`src/rtl/mem_access_ctrl.sv`:
```
// Syncram initiator: byte/half/word loads and stores, with sub-word stores done as read-modify-write.
// Define MEM_CTRL_BIG_ENDIAN_EN for the MIPS big-endian lane map; little-endian otherwise.
module mem_access_ctrl #(
    parameter bit MISALIGN_TRAP = 1'b1
) (
    input  logic        clk,
    input  logic        rst_n,
    input  logic        req_valid,
    output logic        req_ready,
    input  logic        req_we,
    input  logic [1:0]  req_size,
    input  logic        req_signed,
    input  logic [31:0] req_addr,
    input  logic [31:0] req_wdata,
    output logic        rsp_valid,
    output logic [31:0] rsp_rdata,
    output logic        rsp_err,
    output logic        mem_cs,
    output logic        mem_oe,
    output logic        mem_we,
    output logic [31:0] mem_addr,
    output logic [31:0] mem_din,
    input  logic [31:0] mem_dout
);

    typedef enum logic [2:0] {S_IDLE, S_RD, S_CAP, S_WR, S_RSP} state_t;

    state_t      r_state, w_next;
    logic        r_we;
    logic [1:0]  r_size;
    logic        r_signed;
    logic [1:0]  r_off;
    logic [15:0] r_wdata;
    logic [31:0] r_addr;
    logic [31:0] r_din;
    logic [31:0] r_rdata;
    logic        r_err;

    logic        w_misalign;
    logic        w_word_st;
    logic [1:0]  w_blane;
    logic        w_hlane;
    logic [7:0]  w_byte;
    logic [15:0] w_half;
    logic [31:0] w_merged;
    logic [31:0] w_load;

    // Strobes decode from state only, so an async reset drops them immediately.
    assign req_ready = (r_state == S_IDLE);
    assign rsp_valid = (r_state == S_RSP);
    assign mem_cs    = (r_state == S_RD) || (r_state == S_WR);
    assign mem_oe    = (r_state == S_RD);
    assign mem_we    = (r_state == S_WR);
    assign mem_addr  = r_addr;
    assign mem_din   = r_din;
    assign rsp_rdata = r_rdata;
    assign rsp_err   = r_err;

    assign w_misalign = MISALIGN_TRAP &&
                        (((req_size == 2'b01) && req_addr[0]) ||
                         (req_size[1] && (req_addr[1:0] != 2'b00)));
    assign w_word_st  = req_we && req_size[1];

`ifdef MEM_CTRL_BIG_ENDIAN_EN
    assign w_blane = ~r_off;
    assign w_hlane = ~r_off[1];
`else
    assign w_blane = r_off;
    assign w_hlane = r_off[1];
`endif

    assign w_byte = mem_dout[{w_blane, 3'b000} +: 8];
    assign w_half = mem_dout[{w_hlane, 4'b0000} +: 16];

    always_comb begin
        w_merged = mem_dout;
        case (r_size)
            2'b00:   w_merged[{w_blane, 3'b000} +: 8]  = r_wdata[7:0];
            2'b01:   w_merged[{w_hlane, 4'b0000} +: 16] = r_wdata;
            default: w_merged = mem_dout;
        endcase
    end

    always_comb begin
        case (r_size)
            2'b00:   w_load = {{24{r_signed & w_byte[7]}}, w_byte};
            2'b01:   w_load = {{16{r_signed & w_half[15]}}, w_half};
            default: w_load = mem_dout;
        endcase
    end

    always_comb begin
        w_next = r_state;
        case (r_state)
            S_IDLE: begin
                if (req_valid) begin
                    if (w_misalign)     w_next = S_RSP;
                    else if (w_word_st) w_next = S_WR;
                    else                w_next = S_RD;
                end
            end
            S_RD:    w_next = S_CAP;
            S_CAP:   w_next = r_we ? S_WR : S_RSP;
            S_WR:    w_next = S_RSP;
            S_RSP:   w_next = S_IDLE;
            default: w_next = S_IDLE;
        endcase
    end

    always_ff @(posedge clk or negedge rst_n) begin
        if (!rst_n) begin
            r_state  <= S_IDLE;
            r_we     <= 1'b0;
            r_size   <= 2'b00;
            r_signed <= 1'b0;
            r_off    <= 2'b00;
            r_wdata  <= 16'h0;
            r_addr   <= 32'h0;
            r_din    <= 32'h0;
            r_rdata  <= 32'h0;
            r_err    <= 1'b0;
        end else begin
            r_state <= w_next;
            if (r_state == S_IDLE && req_valid) begin
                r_we     <= req_we;
                r_size   <= req_size;
                r_signed <= req_signed;
                r_off    <= req_addr[1:0];
                r_wdata  <= req_wdata[15:0];
                r_addr   <= {req_addr[31:2], 2'b00};
                r_err    <= w_misalign;
                if (w_word_st)
                    r_din <= req_wdata;
            end
            // Read data is consumed straight off the bus at the capture edge.
            if (r_state == S_CAP) begin
                if (r_we) r_din   <= w_merged;
                else      r_rdata <= w_load;
            end
        end
    end

endmodule

```
`config.mk`:
```
export PLATFORM = sky130hd
export DESIGN_NAME = mem_access_ctrl
export DESIGN_NICKNAME = d
export VERILOG_FILES = /design/src/rtl/mem_access_ctrl.sv
export SDC_FILE = /design/constraint.sdc
export NUM_CORES = 1
export LEC_CHECK = 0
export CORE_ASPECT_RATIO = 0.75
export CORE_MARGIN = 5
export CORE_UTILIZATION = 49
export DETAILED_ROUTE_END_ITERATION = 8
export PLACE_DENSITY = 0.87
export SYNTH_ARGS = -nofsm -noshare
export SYNTH_HDL_FRONTEND = slang
export SYNTH_SLANG_ARGS = --single-unit
```
`constraint.sdc`:
```
create_clock -name clk -period 4.1 [get_ports clk]
set_clock_uncertainty 0.15 [all_clocks]
set_input_delay 1.025 -clock clk [delete_from_list [all_inputs] [get_ports clk]]
set_output_delay 1.025 -clock clk [all_outputs]
set_load 0.02 [all_outputs]
```
Yosys cells after proc, flatten, opt, wreduce, memory -nomap -nowiden
Index checks and enable logic that the tools add are counted.
Operators by class
  eq/ne operators: 7
  reductions and logical operators: 10
  bitwise operators: 3
  shift operators: 6
  multiplexer cells: 13
  add/sub/neg operators: 2
Operator list (count)
  $mux 32: 4
  $pmux 32 s2: 2
  $bwmux 32: 2
  $shift 16x7->32 const A: 1
  $shift 8x7->32 const A: 1
  $shiftx 16x7->32: 1
  $shiftx 32x6->16: 1
  $shiftx 32x6->8: 1
  $shiftx 8x7->32: 1
  $neg 5->7: 2
  $pmux 3 s4: 1
  $mux 3: 3
  $eq 3x2->1 const B: 2
  $eq 2x1->1 const B: 2
  $logic_and 1x1->1: 4
  $eq 3x1->1 const B: 1
  $eq 3x3->1 const B: 1
  $logic_not 3->1: 1
  $and 1x1->1: 2
  $logic_not 2->1: 1
  $logic_or 1x1->1: 2
  $mux 2: 1
  $ne 2x2->1 const B: 1
  $reduce_and 2->1: 1
  2 further kinds: 2
Word-level totals
  register bits after elaboration: 120
  input port bits: 103

Longest topological paths before layout
  word-level depth: 6
  depth in mapped cells: 9
  gate-level depth less buffers: 6

Worst setup path after synthesis
No wires, ideal clock.
  path kind: register to output
  start: register r_state[0]
  end: output port mem_oe
  required time: 2925 ps
  data arrival time: 1223 ps
  path slack: 1702 ps
  cell stages (with the launch flop): 3
  cell sequence: dfrtp_1 -> nor2b_1 -> nor2b_1
Between the ends
  longest elaborated chain between the ends: 1
Ends and longest elaborated chain
  from (decl): RTL line 28  | state_t r_state, w_next;
  from (signal assigned): RTL line 123  | r_state <= w_next;
  $eq 3x1->1: RTL line 52  | assign mem_oe = (r_state == S_RD);
  to (decl): RTL line 19  | output logic mem_oe,
Every way passes these cells.

Worst setup path in the final report
  start: register r_state[0]
  end: output port mem_we
Between the ends
  longest elaborated chain between the ends: 1
Ends and longest elaborated chain
  $eq 3x2->1: RTL line 53  | assign mem_we = (r_state == S_WR);
  to (decl): RTL line 20  | output logic mem_we,
Every way passes these cells.

==> flow_metrics.env <==
export IMPL_cp_arrival_ns=1.94
export IMPL_path_clk_slew_ns=0.05
export IMPL_routed_wl_um=19900
export IMPL_io_buffers=202
export IMPL_synth_edff_count=0
export IMPL_firstDrtPassIters=5
export IMPL_wire_per_inst_um=20.1
export IMPL_power_frac_seq_pct=31.3
export IMPL_maxSlewViolCount=0
export IMPL_row_count=34
export IMPL_yosysMostFrequentCell="nand2_1"
export IMPL_clock_path_buffers=2
export IMPL_setup_tns_ns=0
export IMPL_io_pins=205
export IMPL_synth_distinct_cells=43
export IMPL_async_flop_share_pct=100
export IMPL_cp_max_fo=7
export IMPL_drt_iter0_markers=567
export IMPL_worstPathRequired_ns=2.92
export IMPL_start_util_pct=50.0
export IMPL_coreArea_um2=11600
export IMPL_setup_slack_ns=0.980
export IMPL_synth_simple_area_share_pct=21.6
export IMPL_gp_congestion=0.889
export IMPL_status="finished, final reports clean"
export IMPL_ir_worst_vdd_uv=481
export IMPL_netlist_top_cells_count="237 x nand2_1, 120 x dfrtp_1, 37 x nor2_1"
export IMPL_r2r_start="r_off[1]$_DFFE_PN0P_"
export IMPL_htree_levels=4
export IMPL_end_kind="output pin"
export IMPL_placedInstanceArea_um2=7840
export IMPL_synthAdderAreaFrac_pct=1.08
export IMPL_viasPerCell=5.76
export IMPL_synth_top_family_by_area="simple AND/OR/NAND/NOR gates"
export IMPL_dieArea_um2=14100
export IMPL_cts_buffers=17
export IMPL_grt_pass1_wl_um=31600
export IMPL_rsz0062_at_grt="false"
export IMPL_synth_avg_cell_area_um2=9.07
export IMPL_min_path_type="reg2reg"
export IMPL_min_period_ns=3.12
export IMPL_yosys_warnings=0
export IMPL_switchingPower_mw=3.00
export IMPL_min_from="r_signed$_DFFE_PN0P_"
export IMPL_utilization_pct=72.9
export IMPL_dp_hpwl_um=14500
export IMPL_netlist_area_um2=5780
export IMPL_cts_sinks=120
export IMPL_die_w_um=135
export IMPL_cap_violations=0
export IMPL_worstMarginPinSlew_ns=1.14
export IMPL_p_int_mw=4.29
export IMPL_syn_inst=637
export IMPL_antenna_left=0
export IMPL_relSlewSlack_pct=24.0
export IMPL_combPwrFrac_pct=48.2
export IMPL_min_to="r_signed$_DFFE_PN0P_"
export IMPL_drc=0
export IMPL_fin_crit_sh_pct=76.1
export IMPL_antenna_cells=0
export IMPL_p_per_area_nw_per_um2=865
export IMPL_p_leak_nw=3.71
export IMPL_fmax_mhz=321
export IMPL_clkPwrFrac_pct=20.5
export IMPL_dr_total_vias=5711
export IMPL_yosysTopAreaCellShare_pct=51.9
export IMPL_seq_area_frac_synth_pct=51.9
export IMPL_cts_root_buffer="clkbuf_16"
export IMPL_syn2layout_area_growth_pct=45.9
export IMPL_cts_hold_buffers=0
export IMPL_synthTopCellsByArea="dfrtp_1 52%, nand2_1 15%, a221oi_1 5.0%"
export IMPL_grt_max_degree=66
export IMPL_synth_top_area_cell="dfrtp_1"
export IMPL_crit_path_start_kind="flip-flop"
export IMPL_cts_resized=0
export IMPL_grt_overflow=0
export IMPL_crit_type="reg2out"
export IMPL_ys_seq_elements=120
export IMPL_drive_gt1_share_pct=6.02
export IMPL_synth_compound_gate_area_share_pct=18.3
export IMPL_synthXorXnorAreaFrac_pct=0
export IMPL_yosys_mux_area_fraction_pct=3.10
export IMPL_grt_pass1_vias=5679
export IMPL_synth_ff_type="dfrtp_1"
export IMPL_min_path_cells=2
export IMPL_grtUsageTotal_pct=28.5
export IMPL_rrSetupSlack_ns=1.09
export IMPL_clock_latency_ns=0.41
export IMPL_final_net_count=926
export IMPL_final_area_um2=8430
export IMPL_r2r_end="mem_din[3]$_DFF_PN0_"
export IMPL_setup_violations=0
export IMPL_tritoncts="built"
export IMPL_r2r_cells=6
export IMPL_switching_share_pct=41.1
export IMPL_pre_cts_ws_ns=1.04
export IMPL_die_h_um=104
export IMPL_postCtsSetupRepairBufs=0
export IMPL_antenna_found_initial=0
export IMPL_hold_viol=0
## stage by stage
step / instances / total power [mW] / hold slack, ns
6_report: 992 / 7.29 / 0.318
4_1_cts: 992 / 7.30 / 0.322
3_5_place_dp: 961 / 5.76 / 0.311
3_3_place_gp: 961 / 5.63 / 0.307
2_1_floorplan: 638 / 4.19 / 0.288
5_1_grt: 992 / 7.71 / 0.343
## power by group through the flow
| stage | clock network, mW | registers (mW) | logic [mW] |
|---|---|---|---|
| 2_1_floorplan | 0 | 2.71 | 1.48 |
| 3_3_place_gp | 0 | 2.24 | 3.39 |
| 3_5_place_dp | 0 | 2.27 | 3.49 |
| 4_1_cts | 1.51 | 2.27 | 3.52 |
| 5_1_grt | 1.57 | 2.35 | 3.79 |
| 6_report | 1.50 | 2.28 | 3.51 |
## kinds of logic (layout without fill, tap and decap cells)
logic type                 Yosys count  in the layout
and+or+nand+nor                    305            305
AOI/OAI and AO/OA                  141            141
other                                1              2
DFF                                120            120
adders and majority gates            5              5
buffers and inverters               48            240
muxes                               17             17
## state kept, by name, indices dropped and copies added, names as in the netlist, 2 cells and up
register and count:
mem_addr 30, mem_din 32, r_off 2, r_size 2, r_state 3, r_wdata 16, rsp_rdata 32
## worst max path at each step
stage,start,end,slack (ns),depth (start not counted)
finish,r_state[0]$_DFFE_PN0P_,mem_we,0.98,3
global route,r_state[1]$_DFFE_PN0P_,rsp_valid,0.91,3
CTS,r_state[0]$_DFFE_PN0P_,mem_we,0.98,3
detailed placement,req_valid,mem_din[21]$_DFF_PN0_,1.04,4
global placement,req_valid,mem_addr[14]$_DFFE_PN0P_,1.15,5
floorplan,r_state[0]$_DFFE_PN0P_,mem_oe,1.70,2
## cell usage in the layout (no fill, tap or decap), types with 5 or more instances in the layout
cell and instances:
nand2b_1 8, a21o_1 5, a22o_1 9, dfrtp_1 120, clkbuf_8 5, a22oi_1 16, a21oi_1 28, ha_1 5
a221o_1 7, nor2_1 37, nand2_1 237, a221oi_1 33, mux2_2 7, buf_4 5, mux2i_1 10, a31oi_1 16
a32oi_1 15, clkdlybuf4s50_1 201, clkbuf_16 17
## critical path, stage by stage, from the launching register on
cell             delay [ns]
dfrtp_1                0.49
nor2b_1                0.26
and2_1                 0.16
clkdlybuf4s50_1        0.62
## metal layers
| metal | up-vias | routed length (um) | GRT usage, % | share of wire [%] |
|---|---|---|---|---|
| met1 | 2774 | 8450 | 39.9 | 42 |
| met3 | 37 | 2300 | 10.9 | 12 |
| met2 | 314 | 8880 | 41.5 | 45 |
| met4 | 0 | 313 | 7.48 | 1.6 |
| met5 | - | 0 | 0 | 0 |
| li1 | 2586 | - | - | - |
## final cells by class
| type | instances | area (um2) |
|---|---|---|
| flip-flops and latches | 120 | 3000 |
| clock buffers | 24 | 502 |
| clock inverters | 7 | 91.3 |
| multi-input cells | 470 | 2560 |
| inverters | 2 | 7.51 |
| repair buffers | 207 | 2070 |
| fillers | 852 | 3140 |
| well taps | 162 | 203 |
Note: power is estimated with default switching activity, not from simulation.
